File: config.mk
export PLATFORM = sky130hd
export DESIGN_NAME = pipe_vec_elastic
export DESIGN_NICKNAME = d
export VERILOG_FILES = /design/src/rtl/pipe_pkg.sv /design/src/rtl/pipe_stage_elastic.sv /design/src/rtl/pipe_vec_elastic.sv
export SDC_FILE = /design/constraint.sdc
export NUM_CORES = 1
export LEC_CHECK = 0
export CORE_MARGIN = 3
export CORE_UTILIZATION = 43
export DETAILED_ROUTE_END_ITERATION = 8
export MAX_ROUTING_LAYER = met4
export PLACE_DENSITY = 0.85
export SLEW_MARGIN = 20
export SYNTH_ARGS = -nofsm -noshare
export SYNTH_HDL_FRONTEND = slang
export SYNTH_HIERARCHICAL = 1
export SYNTH_SLANG_ARGS = --single-unit
File: constraint.sdc
create_clock -name clk -period 1.74 [get_ports clk]
set_input_delay 0.522 -clock clk [delete_from_list [all_inputs] [get_ports clk]]
set_output_delay 0.522 -clock clk [all_outputs]
set_load 0.02 [all_outputs]
File: src/rtl/pipe_pkg.sv
// Shared types, limits and helpers for the elastic vector pipe.
package pipe_pkg;

    // Upper bound on stage count: the ready chain ripples combinationally
    // through every stage, so depth is capped to keep that path short.
    localparam int MAX_STAGES = 16;

    // Per-stage control bundle: incoming valid and squash.
    typedef struct packed {
        logic valid;
        logic flush;
    } pipe_ctrl_t;

    // Width of an occupancy counter for n stages (at least one bit).
    function automatic int count_width(input int n);
        return (n < 1) ? 1 : $clog2(n + 1);
    endfunction

endpackage

File: src/rtl/pipe_stage_elastic.sv
// One elastic pipeline stage: valid bit plus payload register.
// rdy_in is the ready of the stage downstream; rdy_out is this stage's ready
// reported upstream. An empty stage is always ready (bubble collapsing).
module pipe_stage_elastic
    import pipe_pkg::*;
#(
    parameter int DWIDTH     = 8,
    parameter int RESET_DATA = 0
) (
    input  logic              clk,
    input  logic              reset,
    input  pipe_ctrl_t        ctrl,
    input  logic [DWIDTH-1:0] d_in,
    input  logic              rdy_in,
    output logic              rdy_out,
    output logic              v_out,
    output logic [DWIDTH-1:0] d_out
);

    logic              v_reg;
    logic              v_next;
    logic [DWIDTH-1:0] d_reg;
    logic [DWIDTH-1:0] d_next;

    assign rdy_out = ~v_reg | rdy_in;
    assign v_out   = v_reg;
    assign d_out   = d_reg;

    // Next state: load when ready (payload only with a valid item), squash wins.
    always_comb begin
        v_next = v_reg;
        d_next = d_reg;
        if (rdy_out) begin
            v_next = ctrl.valid;
            if (ctrl.valid) begin
                d_next = d_in;
            end
        end
        if (ctrl.flush) begin
            v_next = 1'b0;
        end
    end

    // Valid bit register; reset empties the stage immediately.
    always_ff @(posedge clk or posedge reset) begin
        if (reset) begin
            v_reg <= 1'b0;
        end else begin
            v_reg <= v_next;
        end
    end

    generate
        if (RESET_DATA != 0) begin : g_data_rst
            // Payload register cleared on reset.
            always_ff @(posedge clk or posedge reset) begin
                if (reset) begin
                    d_reg <= '0;
                end else begin
                    d_reg <= d_next;
                end
            end
        end else begin : g_data_norst
            // Payload register without reset; qualified by the valid bit.
            always_ff @(posedge clk) begin
                d_reg <= d_next;
            end
        end
    endgenerate

endmodule

File: src/rtl/pipe_vec_elastic.sv
// N-stage elastic pipe with valid/ready back-pressure, bubble collapsing,
// synchronous flush and occupancy count. N=0 degenerates to a wire.
module pipe_vec_elastic
    import pipe_pkg::*;
#(
    parameter int DWIDTH     = 8,
    parameter int N          = 2,
    parameter int RESET_DATA = 0
) (
    input  logic                      clk,
    input  logic                      reset,
    input  logic                      i_valid,
    output logic                      i_ready,
    input  logic [DWIDTH-1:0]         i_data,
    output logic                      o_valid,
    input  logic                      o_ready,
    output logic [DWIDTH-1:0]         o_data,
    input  logic                      i_flush,
    output logic [count_width(N)-1:0] o_count
);

    localparam int CW = count_width(N);

    generate
        if (N == 0) begin : g_pass
            // Combinational pass-through; clock and reset are not needed.
            logic unused_clk_reset;
            assign unused_clk_reset = &{1'b0, clk, reset};

            assign o_valid = i_valid & ~i_flush;
            assign o_data  = i_data;
            assign i_ready = o_ready & ~i_flush;
            assign o_count = '0;
        end else begin : g_pipe
            logic [N:0]             rdy;
            logic [N-1:0]           v;
            logic [N-1:0][DWIDTH-1:0] d;
            logic [CW-1:0]          count_next;

            assign rdy[N]  = o_ready;
            assign i_ready = rdy[0] & ~i_flush;
            assign o_valid = v[N-1];
            assign o_data  = d[N-1];

            for (genvar gi = 0; gi < N; gi++) begin : g_stage
                pipe_ctrl_t        ctrl;
                logic [DWIDTH-1:0] d_src;

                if (gi == 0) begin : g_head
                    assign ctrl  = '{valid: i_valid & ~i_flush, flush: i_flush};
                    assign d_src = i_data;
                end else begin : g_body
                    assign ctrl  = '{valid: v[gi-1], flush: i_flush};
                    assign d_src = d[gi-1];
                end

                pipe_stage_elastic #(
                    .DWIDTH     (DWIDTH),
                    .RESET_DATA (RESET_DATA)
                ) u_stage (
                    .clk     (clk),
                    .reset   (reset),
                    .ctrl    (ctrl),
                    .d_in    (d_src),
                    .rdy_in  (rdy[gi+1]),
                    .rdy_out (rdy[gi]),
                    .v_out   (v[gi]),
                    .d_out   (d[gi])
                );
            end

            // Occupancy: population count of the stage valid bits.
            always_comb begin
                count_next = '0;
                for (int k = 0; k < N; k++) begin
                    count_next = count_next + CW'(v[k]);
                end
            end

            assign o_count = count_next;
        end
    endgenerate

endmodule

==> impl_metrics.env, run 1 <==
export IMPL_vias_per_cell=4.42
export IMPL_cts_buffers=3
export IMPL_place_gp_congestion=0.562
export IMPL_area_delta_synth_final_pct=49.4
export IMPL_cts_hold_buf=0
export IMPL_die_y_um=44.4
export IMPL_die_width_um=44.4
export IMPL_core_area_um2=1330
export IMPL_setup_ws_ns=0.0352
export IMPL_ys_top_cells_by_area="edfxtp_1 76%, dfrtp_1 7.9%, nand2b_4 4.3%"
export IMPL_dp_hpwl_um=718
export IMPL_ys_ff_latch=18
export IMPL_overflow=0
export IMPL_period_minus_slack_ns=1.70
export IMPL_io_pins=25
export IMPL_root_buffer="clkbuf_4"
export IMPL_outcome="finished, final reports clean"
export IMPL_synth_top_area_share_pct=75.9
export IMPL_worst_ep_arrival_time_ns=1.18
export IMPL_cts_sinks=18
export IMPL_crit_path_max_fanout=3
export IMPL_wl_um=947
export IMPL_first_global_vias=329
export IMPL_port_buffer_count=24
export IMPL_fmax_mhz=587
export IMPL_grt_pass1_wl_um=1460
export IMPL_setup_tns_ns=0
export IMPL_dieArea_um2=1970
export IMPL_tritoncts="built"
export IMPL_rows=13
export IMPL_clock_insertion_delay_worst_skew_ns=0.29
export IMPL_antenna_found_initial=0
export IMPL_drc_errors=0
export IMPL_tightestPinTransition_ns=0.209
export IMPL_pwr_density_cell_nw_per_um2=812
export IMPL_worstReg2RegStart="g_pipe.g_stage[1].u_stage/v_out"
export IMPL_synth_top_area_cell="edfxtp_1"
export IMPL_setup_viol=0
export IMPL_synth_area_um2=633
export IMPL_peakVddDrop_mv=0.637
export IMPL_worstPathRequired_ns=1.22
export IMPL_drv_slew=0
export IMPL_yosys_warnings=6
export IMPL_nets=79
export IMPL_yosys_cell_types_count=8
export IMPL_track_usage_pct=12.0
export IMPL_htree_levels=1
export IMPL_reg2reg_depth=5
export IMPL_final_util_pct=70.9
export IMPL_syn_nets=45
export IMPL_netlist_instances=31
export IMPL_layout_commonest_cell="edfxtp_1"
export IMPL_layout_common_cells="16 x edfxtp_1, 10 x clkdlybuf4s50_1, 10 x dlygate4sd2_1"
export IMPL_pre_cts_ws_ns=-0.773
export IMPL_final_area_um2=946
export IMPL_maxCapViolCount=0
export IMPL_diodes=0
export IMPL_clk_pin_slew_ns=0.09
export IMPL_crit_type="flip-flop to primary output"
export IMPL_drt_iter0_drc=8
export IMPL_fillers=100
export IMPL_first_pass_iters=3
export IMPL_start_util_pct=47.5
export IMPL_vias=349
export IMPL_cts_buffer_depth=2
export IMPL_syn_mean_instance_area_um2=20.4
export IMPL_rsz0062_at_grt="true"
export IMPL_leakage_nw=0.396
export IMPL_grt_max_degree=11
export IMPL_drive_gt1_share_pct=29.7
export IMPL_clock_skew_ns=0.00389
export IMPL_max_slew_margin_pct=86.1
export IMPL_hp_class="input port to asynchronous set/reset pin"
export IMPL_dpl_cell_area_um2=915
export IMPL_rr_endpoint="g_pipe.g_stage[0].u_stage/d_out[0]"
export IMPL_finalCritPeriodShare_pct=98.0
export IMPL_rrSetupSlack_ns=0.43
export IMPL_wl_per_cell_um=12.0
export IMPL_endpoint_kind="primary output"
export IMPL_crit_path_start_kind="flip-flop"
export IMPL_synth_seq_area_share_pct=83.8
export IMPL_ant_nets=0
export IMPL_holdWs_ns=0.399
export IMPL_final_hold_viol_count=0
per-stage QoR:
| stage | cells | power [mW] |
|---|---|---|
| finish | 79 | 0.768 |
| global placement | 73 | 0.579 |
| global route | 79 | 0.802 |
| CTS | 79 | 0.776 |
| detailed placement | 73 | 0.583 |
| floorplan | 31 | 0.531 |
cell usage after synthesis:
master	n
a21oi_2	2
and2_4	2
dfrtp_1	2
edfxtp_1	16
ha_1	1
inv_1	4
nand2b_4	2
nor2b_1	2
what timing repair did:
action	CTS	global route
gates cloned	0	0
gates resized for setup	27	2
setup endpoints to repair	12	3
setup buffers	2	0
pin swaps	0	1
how the worst max path moves through the flow:
stage	from	to	slack (ns)	cells past startpoint
floorplan	o_ready	i_ready	0.12	3
global placement	o_ready	i_ready	-0.71	5
detailed placement	o_ready	i_ready	-0.77	5
CTS	o_ready	i_ready	0.008	5
global route	g_pipe.g_stage[1].u_stage/v_out	i_ready	-0.01	4
finish	g_pipe.g_stage[1].u_stage/v_out	i_ready	0.04	4
sequential cells by signal, summed over array words and instances, names as in the netlist:
name and count:
g_pipe.g_stage.u_stage/d_out 16, g_pipe.g_stage.u_stage/v_out 2
final cells by class:
type / instances / area, um^2 / share of cell area [%]
inverter: 4 / 15.0 / 1.59
multi-input combinational: 9 / 95.1 / 10.1
sequential: 18 / 531 / 56.1
clock buffer: 3 / 22.5 / 2.38
timing repair buffer: 29 / 260 / 27.5
clock inverter: 1 / 3.75 / 0.397
tap: 15 / 18.8 / 1.98
routing by layer:
| layer | up-vias | part of all wire [%] | track usage [%] |
|---|---|---|---|
| met1 | 152 | 34 | 11.2 |
| li1 | 175 | - | - |
| met4 | 0 | 4.6 | 14.5 |
| met3 | 4 | 9.4 | 2.85 |
| met2 | 18 | 52 | 18.3 |
| met5 | - | 0 | - |
kinds of logic (layout without fill, tap and decap cells):
| logic type | Yosys count | after routing | synth area share (%) |
|---|---|---|---|
| buffers and inverters | 4 | 37 | 2.37 |
| and+or+nand+nor | 6 | 6 | 9.09 |
| adders and majority gates | 1 | 1 | 1.98 |
| AOI/OAI and AO/OA | 2 | 2 | 2.77 |
| DFF | 18 | 18 | 83.8 |
power by group:
group          internal (mW)  switching, mW  total, mW
sequential             0.487        0.00440      0.492
clock                 0.0834          0.116      0.199
combinational         0.0437         0.0336     0.0772
total                  0.614          0.153      0.768
worst max-delay path: stages, from the launching register on:
cell and delay (ns):
dfrtp_1 0.43, nand2b_4 0.08, nand2b_4 0.12, nor2b_4 0.14, buf_6 0.12
Note: power is estimated with default switching activity, not from simulation.
==> run 2: changes to the inputs <==
- clock period: 1.74 -> 2.03 ns (I/O delays scaled with it)
==> run 2 against run 1 <==
Die area unchanged; critical path depth rose by 1; final cell count is 1.3% lower; critical path type is now input port to primary output; largest cell class unchanged; global-route usage shrank 0.18 points; register-to-register slack better by 0.37 ns; routed wire length increased by 0.74%; design area increased by 0.79%; core utilization grew 0.56 points; clock-buffer cell count did not move; combinational power fell by 9.6%; largest power group unchanged; first-iteration DRC count decreased by 88%.
==> impl_metrics.env, run 2 (synthesis results as in run 1) <==
export IMPL_outcome="finished, final reports clean"
export IMPL_port_buffer_count=24
export IMPL_cts_sinks=18
export IMPL_max_slew_margin_pct=85.7
export IMPL_slowest_stage="dlygate4sd2_1"
export IMPL_hp_class="flip-flop to flip-flop"
export IMPL_tightestPinTransition_ns=0.214
export IMPL_layout_commonest_cell="clkdlybuf4s50_1"
export IMPL_tritoncts="built"
export IMPL_crit_path_start_kind="input port"
export IMPL_ant_nets=0
export IMPL_core_area_um2=1330
export IMPL_die_width_um=44.4
export IMPL_leakage_nw=0.383
export IMPL_crit_type="input port to primary output"
export IMPL_endpoint_kind="primary output"
export IMPL_finalCritPeriodShare_pct=97.2
export IMPL_wl_um=954
export IMPL_maxCapViolCount=0
export IMPL_drive_gt1_share_pct=23.8
export IMPL_seq_power_share_pct=63.4
export IMPL_period_minus_slack_ns=1.97
export IMPL_switchingPower_mw=0.134
export IMPL_multi_input_area_um2=95.1
export IMPL_rows=13
export IMPL_dp_hpwl_um=718
export IMPL_cts_buffer_depth=2
export IMPL_root_buffer="clkbuf_4"
export IMPL_overflow=0
export IMPL_clk_pin_slew_ns=0.09
export IMPL_critPathMaxStageDelay_ns=0.23
export IMPL_cp_cell_sequence="dlygate4sd2_1 > nand2b_4 > nand2b_4 > nor2b_4 > buf_6"
export IMPL_intPower_mw=0.530
export IMPL_first_pass_iters=2
export IMPL_setup_viol=0
export IMPL_start_util_pct=47.5
export IMPL_first_global_vias=327
export IMPL_pwr_density_cell_nw_per_um2=697
export IMPL_drc_errors=0
export IMPL_clock_insertion_delay_worst_skew_ns=0.29
export IMPL_holdWs_ns=0.426
export IMPL_antenna_found_initial=0
export IMPL_largest_register_ffs=16
export IMPL_cts_hold_buf=0
export IMPL_layout_common_cells="20 x clkdlybuf4s50_1, 16 x edfxtp_1, 4 x inv_1, 4 x buf_4"
export IMPL_crit_path_max_fanout=2
export IMPL_clock_skew_ns=0.00701
export IMPL_fmax_mhz=507
export IMPL_cts_buffers=3
export IMPL_rsz0062_at_grt="false"
export IMPL_io_pins=25
export IMPL_p_total_mw=0.665
export IMPL_track_usage_pct=11.8
export IMPL_grt_pass1_wl_um=1440
export IMPL_drv_slew=0
export IMPL_drt_iter0_drc=1
export IMPL_grt_max_degree=11
export IMPL_vias_per_cell=4.42
export IMPL_peakVddDrop_mv=0.549
export IMPL_p_sw_share_pct=20.2
export IMPL_place_gp_congestion=0.562
export IMPL_worstPathRequired_ns=1.42
export IMPL_worst_ep_arrival_time_ns=1.37
export IMPL_htree_levels=1
export IMPL_nets=78
export IMPL_combPwrFrac_pct=10.5
export IMPL_area_delta_synth_final_pct=50.6
export IMPL_seq_area_um2=531
export IMPL_final_hold_viol_count=0
export IMPL_dieArea_um2=1970
export IMPL_path_common_cell="nand2b_4"
export IMPL_die_y_um=44.4
export IMPL_clkPwrFrac_pct=26.1
export IMPL_wl_per_cell_um=12.2
export IMPL_vias=345
export IMPL_fillers=93
export IMPL_diodes=0
run 2: cell types whose count changed in the layout (fill, tap and decap cells not counted), sizes merged:
| cell | change |
|---|---|
| dlygate4sd2 | -7 |
| buf | -2 |
| clkbuf | -1 |
| clkdlybuf4s50 | +10 |
| clkdlybuf4s15 | -1 |
run 2: power by group through the flow:
stage / Clock [mW] / Sequential (mW) / Combinational, mW
after CTS: 0.177 / 0.422 / 0.0708
after global routing: 0.194 / 0.423 / 0.0737
after global placement: 0 / 0.431 / 0.0661
after detailed placement: 0 / 0.431 / 0.0685
final: 0.173 / 0.422 / 0.0698
after floorplan: 0 / 0.437 / 0.0183
run 2: what timing repair did:
action,4_1_cts,5_1_grt
setup endpoints to repair,3,0
buffers inserted,1,0
resized for setup,11,0
run 2: final timing paths:
kind                                                     from                                 end  slack (ns)  cells after the start
min in group asynchronous                               reset     g_pipe.g_stage[1].u_stage/v_out        0.48                      2
max in group asynchronous                               reset     g_pipe.g_stage[0].u_stage/v_out        1.46                      2
setup reg to reg              g_pipe.g_stage[1].u_stage/v_out  g_pipe.g_stage[0].u_stage/d_out[0]        0.80                      4
hold reg to reg            g_pipe.g_stage[0].u_stage/d_out[7]  g_pipe.g_stage[1].u_stage/d_out[7]        0.43                      0
setup / recovery                                      o_ready                             i_ready        0.06                      5
hold / removal             g_pipe.g_stage[0].u_stage/d_out[7]  g_pipe.g_stage[1].u_stage/d_out[7]        0.43                      0
run 2: cell type report:
| class | instances | share of cell area, % |
|---|---|---|
| inverters | 4 | 1.57 |
| repair buffers | 28 | 28.1 |
| multi-input cells | 9 | 9.97 |
| clock inverters | 1 | 0.394 |
| well taps | 15 | 1.97 |
| flip-flops and latches | 18 | 55.6 |
| clock buffers | 3 | 2.36 |
run 2: layer usage:
metal | share of wire, % | global-route usage, %
met1 | 34 | 10.9
met2 | 52 | 18.3
met3 | 8.9 | 2.44
met4 | 4.6 | 14.5
met5 | 0 | -
run 2: critical path: cells and delay by family:
| family | cells | cell delay, ns |
|---|---|---|
| buffers and inverters | 2 | 0.36 |
| and+or+nand+nor | 3 | 0.39 |
run 2: per-stage QoR:
step / setup TNS (ns) / worst slack, ns / utilization (%) / cells / area, um^2
2_1_floorplan: 0 / 0.233 / - / 31 / 633
3_3_place_gp: -0.590 / -0.590 / 68.6 / 73 / 915
3_5_place_dp: -0.657 / -0.657 / 68.6 / 73 / 915
4_1_cts: 0 / 0.0526 / 71.5 / 78 / 953
5_1_grt: 0 / 0.0161 / 71.5 / 78 / 953
6_report: 0 / 0.0560 / 71.5 / 78 / 953
==> RTL change (config.mk and constraints of run 1) <==
Change the parameter `N` from 2 to 4.
--- a/src/rtl/pipe_vec_elastic.sv
+++ b/src/rtl/pipe_vec_elastic.sv
@@ -5,5 +5,5 @@
 #(
     parameter int DWIDTH     = 8,
-    parameter int N          = 2,
+    parameter int N          = 4,
     parameter int RESET_DATA = 0
 ) (
Ports: changed (resized o_count); port bits go from 25 to 26. The function was not compared with the original's and may differ.
==> RTL change against run 1 <==
The run now ends with negative setup slack left. Setup slack got worse by 0.66 ns. Count of clock-buffer cells in the layout increased by 2. Design area increased by 84%. Synthesized area increased by 100%. Wire length increased by 66%. Power increased by 90%. Sequential cell count increased by 18. Non-clock buffer count increased by 5. Utilization decreased by 9.0 points. Critical path type unchanged.
==> RTL change: results <==
set metrics [dict create \
    status "finished with violations" \
    violations "negative setup slack" \
    hp-class "in -> async" \
    clk_path_buf_depth 2 \
    ctsHtreeMaxLevel 2 \
    crit_family "adder cells" \
    grt_max_degree 13 \
    antenna_cells 0 \
    largest_reg_flops 32 \
    io_buffers 25 \
    grt_pass1_wl_um 2590 \
    irDropWorstVdd_v 0.000622 \
    wl_per_cell_um 11.3 \
    fillCellCount 219 \
    grt_pass1_vias 622 \
    r2r_slack_ns 0.19 \
    synth_cells 66 \
    clk_latency_ns 0.32 \
    synth_cell_type_count 9 \
    clkTransAtPathRegs_ns 0.10 \
    num-nets-final 123 \
    synth_edf_count 32 \
    crit_slowest_cell "fa_1" \
    crit_fanout 2 \
    antenna_found_initial 0 \
    r2r_start "g_pipe.g_stage[3].u_stage/v_out$_DFFE_PP0P_" \
    crit_path_end "o_count[1]" \
    synth_nets 82 \
    leakage_nw 0.689 \
    worstMarginPinSlew_ns 0.223 \
    track_usage_pct 10.8 \
    setup_ws_ns -0.624 \
    cpPeakStageDelay_ns 0.54 \
    place_hpwl_um 1280 \
    fin_cells 139 \
    async_reset_ff_share_pct 11.1 \
    final.setup_skew_ns 0.00368 \
    synth-main-ff-cell "edfxtp_1" \
    synth_area_leaders "edfxtp_1 74%, dfrtp_1 7.7%, nand2b_4 4.3%" \
    yosysSeqAreaShare_pct 82.1 \
    ys_warn_count 6 \
    numCtsBuffers 5 \
    worstPathArrival_ns 1.84 \
    drive_above_1_share_pct 37.0 \
    dp_cells 131 \
    tns_ns -1.96 \
    startpoint "g_pipe.g_stage[2].u_stage/v_out$_DFFE_PP0P_" \
    first_pass_iters 4 \
    clock-root-buffer "clkbuf_4" \
    setup_viol 4 \
    cts_setup_buffers 0 \
    r2r-end "g_pipe.g_stage[0].u_stage/d_out[0]$_DFFE_PP_" \
    reg2reg_depth 7 \
    gp_congestion 0.688 \
    yosys-top-cells-count "32 x edfxtp_1, 13 x inv_1" \
    drtIter0Drc 5 \
    via_per_inst 4.45 \
]
[RTL change: metal layers]
layer	GRT usage, %	routed length (um)
met1	9.42	534
met2	19.1	918
met3	6.38	119
met4	3.72	0
met5	-	0
[RTL change: logic make-up (layout without fill, tap and decap cells)]
| kind of cell | Yosys count | after routing | share of synthesized area, % |
|---|---|---|---|
| compound gates | 4 | 4 | 2.71 |
| simple gates | 10 | 10 | 7.94 |
| fa+ha+maj | 3 | 3 | 3.48 |
| buf+inv | 13 | 55 | 3.78 |
| flops | 36 | 36 | 82.1 |
[RTL change: metrics by stage]
step,power (mW),setup WS [ns],area (um2),hold slack (ns)
global route,1.54,-0.712,1740,0.409
global placement,1.07,-0.936,1680,0.404
floorplan,1.02,-0.270,1330,0.251
CTS,1.48,-0.660,1740,0.409
detailed placement,1.07,-0.953,1680,0.405
finish,1.46,-0.624,1740,0.423
[RTL change: final cells by class]
class                   instances  area, um2  share of cell area, %
clock inverters                 3       18.8                   1.08
repair buffers                 34        315                   18.2
flip-flops and latches         36       1060                   61.2
multi-input cells              17        215                   12.4
inverters                      13       48.8                   2.81
well taps                      31       38.8                   2.23
clock buffers                   5       37.5                   2.16
[RTL change: what timing repair did]
action,4_1_cts,5_1_grt
setup endpoints to repair,13,5
hold buffers,0,0
resized for setup,37,1
[RTL change: power by group]
part	internal [mW]	switching, mW	total (mW)
sequential	0.959	0.00596	0.965
combinational	0.0490	0.0365	0.0855
clock	0.155	0.256	0.411
total	1.16	0.298	1.46
